===== src/rtl/ds3502_i2c_target_pkg.sv =====
// ds3502_i2c_target shared types and constants.
// FSM encoding, default target address and pad polarity.
package ds3502_i2c_target_pkg;

  typedef enum logic [3:0] {
    ST_IDLE,
    ST_DEV,
    ST_DEV_ACK,
    ST_REG,
    ST_REG_ACK,
    ST_WR,
    ST_WR_ACK,
    ST_RD,
    ST_RD_ACK,
    ST_IGNORE
  } state_t;

  localparam logic [6:0] DEV_ADDR_DEF = 7'h28;
  localparam logic       IO_IN        = 1'b1;
  localparam logic       IO_OUT       = 1'b0;

  function automatic logic is_busy_st(input state_t s);
    return s inside {ST_DEV_ACK, ST_REG, ST_REG_ACK,
                     ST_WR, ST_WR_ACK, ST_RD, ST_RD_ACK};
  endfunction

endpackage


===== src/rtl/i2c_sync_edge.sv =====
// Bus pin synchronizer with history flop and edge pulses.
// Level and edge outputs are aligned to the same clk cycle.
module i2c_sync_edge (
  input  logic clk,
  input  logic rst,
  input  logic i_pin,
  output logic o_lvl,
  output logic o_rise,
  output logic o_fall
);

  logic [2:0] r_sh;
  logic       r_rise;
  logic       r_fall;

  // Reset to 1: an idle I2C bus is pulled high
  always_ff @(posedge clk or negedge rst) begin
    if (!rst) begin
      r_sh   <= 3'b111;
      r_rise <= 1'b0;
      r_fall <= 1'b0;
    end else begin
      r_sh   <= {r_sh[1:0], i_pin};
      r_rise <= r_sh[1] & ~r_sh[2];
      r_fall <= ~r_sh[1] & r_sh[2];
    end
  end

  assign o_lvl  = r_sh[2];
  assign o_rise = r_rise;
  assign o_fall = r_fall;

endmodule


===== src/rtl/ds3502_i2c_target.sv =====
// DS3502-style I2C target: address match, register pointer,
// burst writes with commit strobe and sequential reads.
module ds3502_i2c_target
  import ds3502_i2c_target_pkg::*;
#(
  parameter logic [6:0] DEV_ADDR = DEV_ADDR_DEF,
  parameter int         REG_NUM  = 4
) (
  input  logic                 clk,
  input  logic                 rst,
  input  logic                 scl_i,
  input  logic                 sda_i,
  output logic                 sda_o,
  output logic                 sda_io_ctrl,
  output logic                 busy,
  output logic                 wr_stb,
  output logic [3:0]           wr_addr,
  output logic [7:0]           wr_data,
  output logic [8*REG_NUM-1:0] regs_flat
);

  localparam int PW = (REG_NUM > 1) ? $clog2(REG_NUM) : 1;

  state_t r_state;
  state_t w_nxt;

  logic w_scl, w_scl_rise, w_scl_fall;
  logic w_sda, w_sda_rise, w_sda_fall;
  logic w_start, w_stop, w_done;
  logic w_drive, w_ptr_ok;

  logic [3:0]               r_cnt;
  logic [7:0]               r_shift;
  logic [PW-1:0]            r_ptr;
  logic [PW-1:0]            w_ptr_inc;
  logic [REG_NUM-1:0][7:0]  r_regs;
  logic                     r_mack;
  logic                     r_wr_stb;
  logic [3:0]               r_wr_addr;
  logic [7:0]               r_wr_data;

  i2c_sync_edge u_scl (
    .clk    (clk),
    .rst    (rst),
    .i_pin  (scl_i),
    .o_lvl  (w_scl),
    .o_rise (w_scl_rise),
    .o_fall (w_scl_fall)
  );

  i2c_sync_edge u_sda (
    .clk    (clk),
    .rst    (rst),
    .i_pin  (sda_i),
    .o_lvl  (w_sda),
    .o_rise (w_sda_rise),
    .o_fall (w_sda_fall)
  );

  assign w_start   = w_sda_fall & w_scl;
  assign w_stop    = w_sda_rise & w_scl;
  assign w_done    = w_scl_fall & (r_cnt == 4'd8);
  assign w_ptr_ok  = {24'd0, r_shift} < 32'(REG_NUM);
  assign w_ptr_inc = (32'(r_ptr) == 32'(REG_NUM - 1))
                   ? '0 : r_ptr + PW'(1);

  always_ff @(posedge clk or negedge rst) begin
    if (!rst) r_state <= ST_IDLE;
    else      r_state <= w_nxt;
  end

  always_comb begin
    w_nxt = r_state;
    unique case (1'b1)
      w_start: w_nxt = ST_DEV;
      w_stop:  w_nxt = ST_IDLE;
      default: begin
        unique case (r_state)
          ST_DEV:
            if (w_done)
              w_nxt = (r_shift[7:1] == DEV_ADDR)
                    ? ST_DEV_ACK : ST_IGNORE;
          ST_DEV_ACK:
            if (w_scl_fall)
              w_nxt = r_shift[0] ? ST_RD : ST_REG;
          ST_REG:
            if (w_done)
              w_nxt = w_ptr_ok ? ST_REG_ACK : ST_IGNORE;
          ST_REG_ACK, ST_WR_ACK:
            if (w_scl_fall) w_nxt = ST_WR;
          ST_WR:
            if (w_done) w_nxt = ST_WR_ACK;
          ST_RD:
            if (w_done) w_nxt = ST_RD_ACK;
          ST_RD_ACK:
            if (w_scl_fall)
              w_nxt = r_mack ? ST_IGNORE : ST_RD;
          default: w_nxt = r_state;
        endcase
      end
    endcase
  end

  always_comb begin
    w_drive = 1'b0;
    unique case (r_state)
      ST_DEV_ACK, ST_REG_ACK, ST_WR_ACK: w_drive = 1'b1;
      ST_RD:   w_drive = ~r_shift[7];
      default: w_drive = 1'b0;
    endcase
  end

  // Drive follows the async-reset state, so reset releases SDA at once
  assign sda_o       = 1'b0;
  assign sda_io_ctrl = w_drive ? IO_OUT : IO_IN;
  assign busy        = is_busy_st(r_state) & ~w_start & ~w_stop;

  always_ff @(posedge clk or negedge rst) begin
    if (!rst) begin
      r_cnt     <= '0;
      r_shift   <= '0;
      r_ptr     <= '0;
      r_regs    <= '0;
      r_mack    <= 1'b0;
      r_wr_stb  <= 1'b0;
      r_wr_addr <= '0;
      r_wr_data <= '0;
    end else begin
      r_wr_stb <= 1'b0;
      if (w_start || w_stop) begin
        r_cnt <= '0;
      end else if (w_scl_rise) begin
        if (r_state inside {ST_DEV, ST_REG, ST_WR, ST_RD})
          r_cnt <= r_cnt + 4'd1;
        if (r_state inside {ST_DEV, ST_REG, ST_WR})
          r_shift <= {r_shift[6:0], w_sda};
        if (r_state == ST_RD_ACK)
          r_mack <= w_sda;
      end else if (w_scl_fall) begin
        if (r_cnt == 4'd8) r_cnt <= '0;
        unique case (r_state)
          ST_DEV_ACK:
            if (r_shift[0]) r_shift <= r_regs[r_ptr];
          ST_REG:
            if (w_done && w_ptr_ok)
              r_ptr <= r_shift[PW-1:0];
          ST_WR:
            if (w_done) begin
              r_regs[r_ptr] <= r_shift;
              r_wr_stb      <= 1'b1;
              r_wr_addr     <= 4'(r_ptr);
              r_wr_data     <= r_shift;
              r_ptr         <= w_ptr_inc;
            end
          ST_RD:
            if (w_done) r_ptr <= w_ptr_inc;
            else        r_shift <= {r_shift[6:0], 1'b0};
          ST_RD_ACK:
            if (!r_mack) r_shift <= r_regs[r_ptr];
          default: ;
        endcase
      end
    end
  end

  assign wr_stb    = r_wr_stb;
  assign wr_addr   = r_wr_addr;
  assign wr_data   = r_wr_data;
  assign regs_flat = r_regs;

endmodule

===== config.mk =====
export PLATFORM = sky130hd
export DESIGN_NAME = ds3502_i2c_target
export DESIGN_NICKNAME = d
export VERILOG_FILES = /design/src/rtl/ds3502_i2c_target_pkg.sv /design/src/rtl/i2c_sync_edge.sv /design/src/rtl/ds3502_i2c_target.sv
export SDC_FILE = /design/constraint.sdc
export NUM_CORES = 1
export LEC_CHECK = 0
export CORE_ASPECT_RATIO = 0.5
export CORE_UTILIZATION = 40
export DETAILED_ROUTE_END_ITERATION = 10
export GPL_TIMING_DRIVEN = 0
export PLACE_DENSITY = 0.64
export SYNTH_ARGS = -nofsm -noshare
export SYNTH_HDL_FRONTEND = slang
export SYNTH_SLANG_ARGS = --single-unit

===== constraint.sdc =====
create_clock -name clk -period 2.1 [get_ports clk]
set_input_delay 0.315 -clock clk [delete_from_list [all_inputs] [get_ports clk]]
set_output_delay 0.315 -clock clk [all_outputs]
set_load 0.01 [all_outputs]

* Word-level counts from Yosys, hierarchy flattened
Index checks and enable logic that the tools add are counted.
** Storage, ports and cells
- Bits in registers :: 72
- Input bits :: 4
- Output and inout port bits :: 48
- Word-level logic and storage cells :: 130
** Operators by class
- $add $sub $neg :: 2
- Magnitude comparators :: 3
- Eq/ne operators :: 25
- Mux-type cells :: 41
- Bitwise logic cells :: 18
- Reduce and logical (&&, ||, !) cells :: 22
** Operators with widths (number)
- 2-to-1 mux 8 bit :: 8
- 2-to-1 mux 4 bit :: 15
- bitwise mux 32 bit :: 1
- one-hot mux 4 bit (7 select lines) :: 1
- one-hot mux 8 bit (3 select lines) :: 1
- binary-select mux 8 bit (select 2 bit) :: 1
- demux 8 bit (select 2 bit) :: 1
- equality test 4 x 3 -> 1 bit (second input constant) :: 4
- != test 4 bit (second input constant) :: 4
- != test 4 x 3 -> 1 bit (second input constant) :: 3
- AND reduction 6 bit :: 2
- AND 1 bit :: 9
- != test 3 x 2 -> 1 bit (second input constant) :: 3
- inverter 1 bit :: 9
- nonzero test 3 bit :: 3
- nonzero test 9 bit :: 1
- equality test 4 x 2 -> 1 bit (second input constant) :: 2
- equality test 4 bit (second input constant) :: 2
- < comparator 8 x 3 -> 1 bit (second input constant) :: 1
- one-hot mux 4 bit (2 select lines) :: 1
- AND reduction 8 bit :: 1
- nonzero test 4 bit :: 2
- equality test 7 x 6 -> 1 bit (second input constant) :: 1
- AND reduction 7 bit :: 1
- other kinds (22) :: 34

* Longest topological paths before layout
- Word-level depth :: 7
- Depth in mapped cells :: 7
- Gate-level depth less buffers :: 7

* Cells and area by module
Synthesis repeated with hierarchy kept, for this count alone.
** Second synthesis, totals
- Cell total of the unflattened synthesis :: 282
- Area total of the unflattened synthesis :: 3540.9 µm²
** Modules (own cells, without submodules)
- ds3502_i2c_target :: times used 1, cells an instance 268, area an instance 3253.1 µm²
- i2c_sync_edge :: times used 2, cells an instance 7, area an instance 143.9 µm²

* Least setup slack after synthesis
Ideal clock, no wire load.
- Path type :: flip-flop to flip-flop
- Start point :: register r_cnt[0]
- End point :: register r_wr_addr[1] (netlist: wr_addr[1])
- Library setup time :: 128 ps
- Arrival :: 1855 ps
- Required time :: 1972 ps
- Setup slack :: 118 ps
- Stages on the path, launching flop included :: 8
- Path buffers :: 1
- Clock period less this slack :: 1982 ps
- Cells stage by stage :: dfrtp_1 -> inv_1 -> ha_1 -> and4b_1 -> nand3_1 -> nor2_4 -> buf_4 -> mux2_1
** Between the ends
- Cells in the longest elaborated chain, start to end :: 3
** RTL lines
- start, declared :: line ds3502_i2c_target.sv:32 : logic [3:0] r_cnt;
- start signal, assigned :: line ds3502_i2c_target.sv:134 : r_cnt <= r_cnt + 4'd1;
- equality test 4 bit :: line ds3502_i2c_target.sv:62 : assign w_done = w_scl_fall & (r_cnt == 4'd8);
- AND 1 bit :: line ds3502_i2c_target.sv:62
- AND reduction 5 bit (no source line)
- end signal, assigned :: line ds3502_i2c_target.sv:151 : r_wr_addr <= 4'(r_ptr);
- end, declared :: line ds3502_i2c_target.sv:39 : logic [3:0] r_wr_addr;
Every way passes these cells.
A chain may end at the register's enable or synchronous reset.

* Worst setup path in the final report
- Start point :: register r_cnt[1]
- End point :: register r_shift[5]
** Between the ends
- Cells in the longest elaborated chain, start to end :: 4
** RTL lines
- equality test 4 bit :: line ds3502_i2c_target.sv:62
- AND 1 bit :: line ds3502_i2c_target.sv:62
- != test 3 x 2 -> 1 bit (no source line)
- AND reduction 7 bit (no source line)
- end signal, assigned :: line ds3502_i2c_target.sv:136 : r_shift <= {r_shift[6:0], w_sda};
- end signal, assigned :: line ds3502_i2c_target.sv:143 : if (r_shift[0]) r_shift <= r_regs[r_ptr];
- end signal, assigned :: line ds3502_i2c_target.sv:157 : else r_shift <= {r_shift[6:0], 1'b0};
- end, declared :: line ds3502_i2c_target.sv:33 : logic [7:0] r_shift;
Every way passes these cells.

==> impl_metrics.py <==
metrics = {
    "detailed_routing": {
        "drt-initial-drc-count": 180,
        "wl_per_cell_um": 17.5,
        "dr.pass1.iters": 8,
        "drtAntennaViolNets": 0,
        "drc": 1,
        "vias": 2522,
        "vias_per_cell": 5.31,
        "drt_wl_total_mm": 8.33,
    },
    "worst_setup_path": {
        "crit_type": "reg2reg",
        "start_kind": "flip-flop",
        "critPathCaptureType": "flip-flop",
        "critPathArrivalTime_ps": 2240,
        "critPathMaxFanout": 6,
        "required_ps": 2310,
    },
    "die": {
        "die_y_um": 69.4,
        "rows": 24,
        "core_area_um2": 8770,
        "dieArea_um2": 9480,
        "die_x_um": 137,
        "start_util_pct": 41.4,
        "ios": 52,
    },
    "timing": {
        "hold_viol_final": 0,
        "finalCriticalPeriod_ps": 2030,
        "fin_crit_sh_pct": 96.5,
        "slew_headroom_pct": 39.3,
        "clock_skew_ps": 4.56,
        "tightest_slew_ps": 911,
        "max_freq_ghz": 0.493,
        "rsz0062_at_grt": "no",
        "setup_viol": 0,
        "drv_slew": 0,
    },
    "outcome": {
        "status": "complete, but fails checks",
        "violations": "DRC",
    },
    "power": {
        "p_seq_share_pct": 44.1,
        "p_leak_nw": 2.13,
        "p_per_area_nw_per_um2": 695,
        "pwr-share-comb_pct": 6.0,
        "intPower_mw": 2.54,
        "swShare_pct": 22.2,
        "power_frac_clock_pct": 49.9,
        "power_mw": 3.27,
        "switchingPower_uw": 726,
        "peakVddDrop_uv": 380,
    },
    "synthesis": {
        "synth.avg_cell_area_um2": 12.8,
        "yosys.area_share.xor_xnor_pct": 0.483,
        "synth-seq-area-share_pct": 49.8,
        "synth_enable_flop_cells": 0,
        "synth_compound_area_share_pct": 9.62,
        "synth_top_area_share_pct": 45.5,
        "synth_area_leaders": "dfrtp_1 46%, mux2_2 7.4%, mux2_1 5.9%",
        "netlist_area_um2": 3630,
        "ys_async_sr_fraction_pct": 100,
        "yosys_warnings": 0,
        "synthCells": 284,
        "synth_top_area_cell": "dfrtp_1",
        "synth_flop_cell": "dfrtp_1",
        "ys_seq_elements": 72,
        "synth_cell_types": 60,
        "synthAdderAreaFrac_pct": 2.07,
        "synth_top_family_by_area": "multiplexers",
        "synth-simple-area-share_pct": 11.5,
        "synth_mux_area_share_pct": 22.4,
    },
    "placement": {
        "gp_congestion": 0.826,
        "place_area_um2": 4260,
        "hpwl_mm": 5.52,
        "port_buffers": 48,
    },
    "grt": {
        "overflow": 0,
        "grt_pass1_vias": 2614,
        "track_usage_pct": 19.6,
        "antenna_found_initial": 0,
        "grt_max_degree": 73,
        "grt_pass1_wl_mm": 13.9,
    },
    "clocking": {
        "h-tree-depth": 3,
        "cts_tree": "done",
        "clk_pin_slew_worst_paths_ps": 60,
        "cts_buffers": 9,
        "cts_root_buffer": "clkbuf_16",
        "cts_hold_buf": 0,
        "clkLatencyLatePin_ps": 330,
        "clk_path_buf_depth": 2,
        "clock_sinks": 72,
    },
    "run": {
        "drv_cap": 0,
    },
    "layout": {
        "drive_gt1_share_pct": 28.8,
        "final_cell_area_um2": 4700,
        "area_growth_syn_to_layout_pct": 29.6,
        "num_antenna_cells": 0,
        "fill_cells": 711,
        "finalNetCount": 363,
    },
    "min_path": {
        "hold_class": "in2async",
    },
}
-- area by class of cell --
class | count | area (µm²) | share of cell area [%]
Tap cell | 117 | 146 | 3.11
Sequential cell | 72 | 1810 | 38.5
Timing Repair Buffer | 57 | 556 | 11.8
Clock buffer | 13 | 280 | 5.96
Buffer | 14 | 92.6 | 1.97
Inverter | 14 | 52.6 | 1.12
Multi-Input combinational cell | 185 | 1720 | 36.6
Clock inverter | 3 | 46.3 | 0.984
-- path summary, 6_finish.rpt --
kind	depth (start not counted)	end	slack [ps]	start
worst min-delay path	1	r_state[2]	80	rst
worst max register to register	8	r_shift[5]	70	r_cnt[1]
min in group clk	0	u_scl.r_sh[1]	350	u_scl.r_sh[0]
max in group asynchronous	1	regs_flat[28]	1390	rst
worst min register to register	0	u_scl.r_sh[1]	350	u_scl.r_sh[0]
worst max-delay path	8	r_shift[5]	70	r_cnt[1]
-- kinds of logic after synthesis --
kind of cell,after synthesis
DFF,72
and+or+nand+nor,65
muxes,63
AOI/OAI and AO/OA,46
buffers and inverters,29
adders and majority gates,6
xor gates and xnor gates,2
other,1
-- Yosys cell counts, types with 5 or more instances --
library cell	n
dfrtp_1	66
mux2_2	24
mux2_1	19
inv_1	14
nand2_1	12
nor2_1	11
o21ai_0	9
a21oi_1	8
mux4_2	8
dfstp_2	6
ha_1	6
mux2_4	6
mux2i_1	6
nand3_1	6
nor2b_1	6
buf_2	5
buf_4	5
nand2b_1	5
nor3_1	5
-- placed cells by master, fill, tap and decap left out, drive strengths merged, types with 2 or more instances in the layout --
| cell | instances |
|---|---|
| clkdlybuf4s50 | 45 |
| nor2 | 13 |
| o21ai | 12 |
| ha | 6 |
| o21ba | 2 |
| nand3 | 6 |
| and4b | 2 |
| mux4 | 8 |
| a21oi | 9 |
| nor2b | 6 |
| dfrtp | 66 |
| xor2 | 2 |
| conb | 3 |
| buf | 21 |
| a32oi | 2 |
| inv | 15 |
| mux2i | 6 |
| nor3 | 6 |
| nand4b | 2 |
| o41ai | 2 |
| dlygate4sd2 | 2 |
| o21a | 2 |
| dfstp | 6 |
| a211oi | 4 |
| a221oi | 2 |
| clkbuf | 16 |
| nor3b | 3 |
| nand2 | 16 |
| mux2 | 49 |
| nand2b | 5 |
-- power groups by stage --
stage	logic [mW]	clock network, mW	registers [mW]
2_1_floorplan	0.116	0	1.46
3_3_place_gp	0.172	0	1.47
3_5_place_dp	0.176	0	1.47
4_1_cts	0.190	1.65	1.44
5_1_grt	0.216	1.72	1.45
6_report	0.195	1.63	1.44
-- repair_timing --
item / 4_1_cts / 5_1_grt
gates cloned: 0 / 0
setup endpoints to repair: 49 / 31
setup buffers: 6 / 3
endpoints found under the hold margin: 0 / 0
resized for setup: 10 / 2
pin swaps: 3 / 2
-- registers in the layout, indices dropped and copies added (netlist names), 2 cells and up --
signal	cells
regs_flat	32
r_shift	8
wr_data	8
r_cnt	4
r_state	4
u_scl.r_sh	3
u_sda.r_sh	3
r_ptr	2
wr_addr	2
-- metal layers --
| layer | share of wire, % | track usage [%] | vias to the layer above |
|---|---|---|---|
| li1 | - | - | 1167 |
| met1 | 46 | 25.1 | 1304 |
| met2 | 50 | 31.5 | 44 |
| met3 | 3.7 | 5.34 | 7 |
| met4 | 0.80 | 7.41 | 0 |
| met5 | 0 | 0 | - |
-- worst max-delay path, stage by stage (launching register included) --
cell and delay [ps]:
dfrtp_1 350, inv_1 70, ha_1 190, and4b_2 300, a221oi_4 300, a21oi_2 130, nor2_4 140, buf_12 140
mux2_4 290
-- metrics by stage --
step                      setup TNS (ps)  setup WS (ps)  util, %  hold slack, ps  cells
final                                  0           72.8     53.6            84.7    475
after global routing                   0           5.51     53.6             189    475
after CTS                              0           41.2     53.2             151    472
after detailed placement           -1540           -118     48.6             347    451
after global placement           -114610          -1650     48.6             346    451
after floorplan                        0            118        -            19.4    286
No activity file was read; power rests on OpenSTA's default activity.
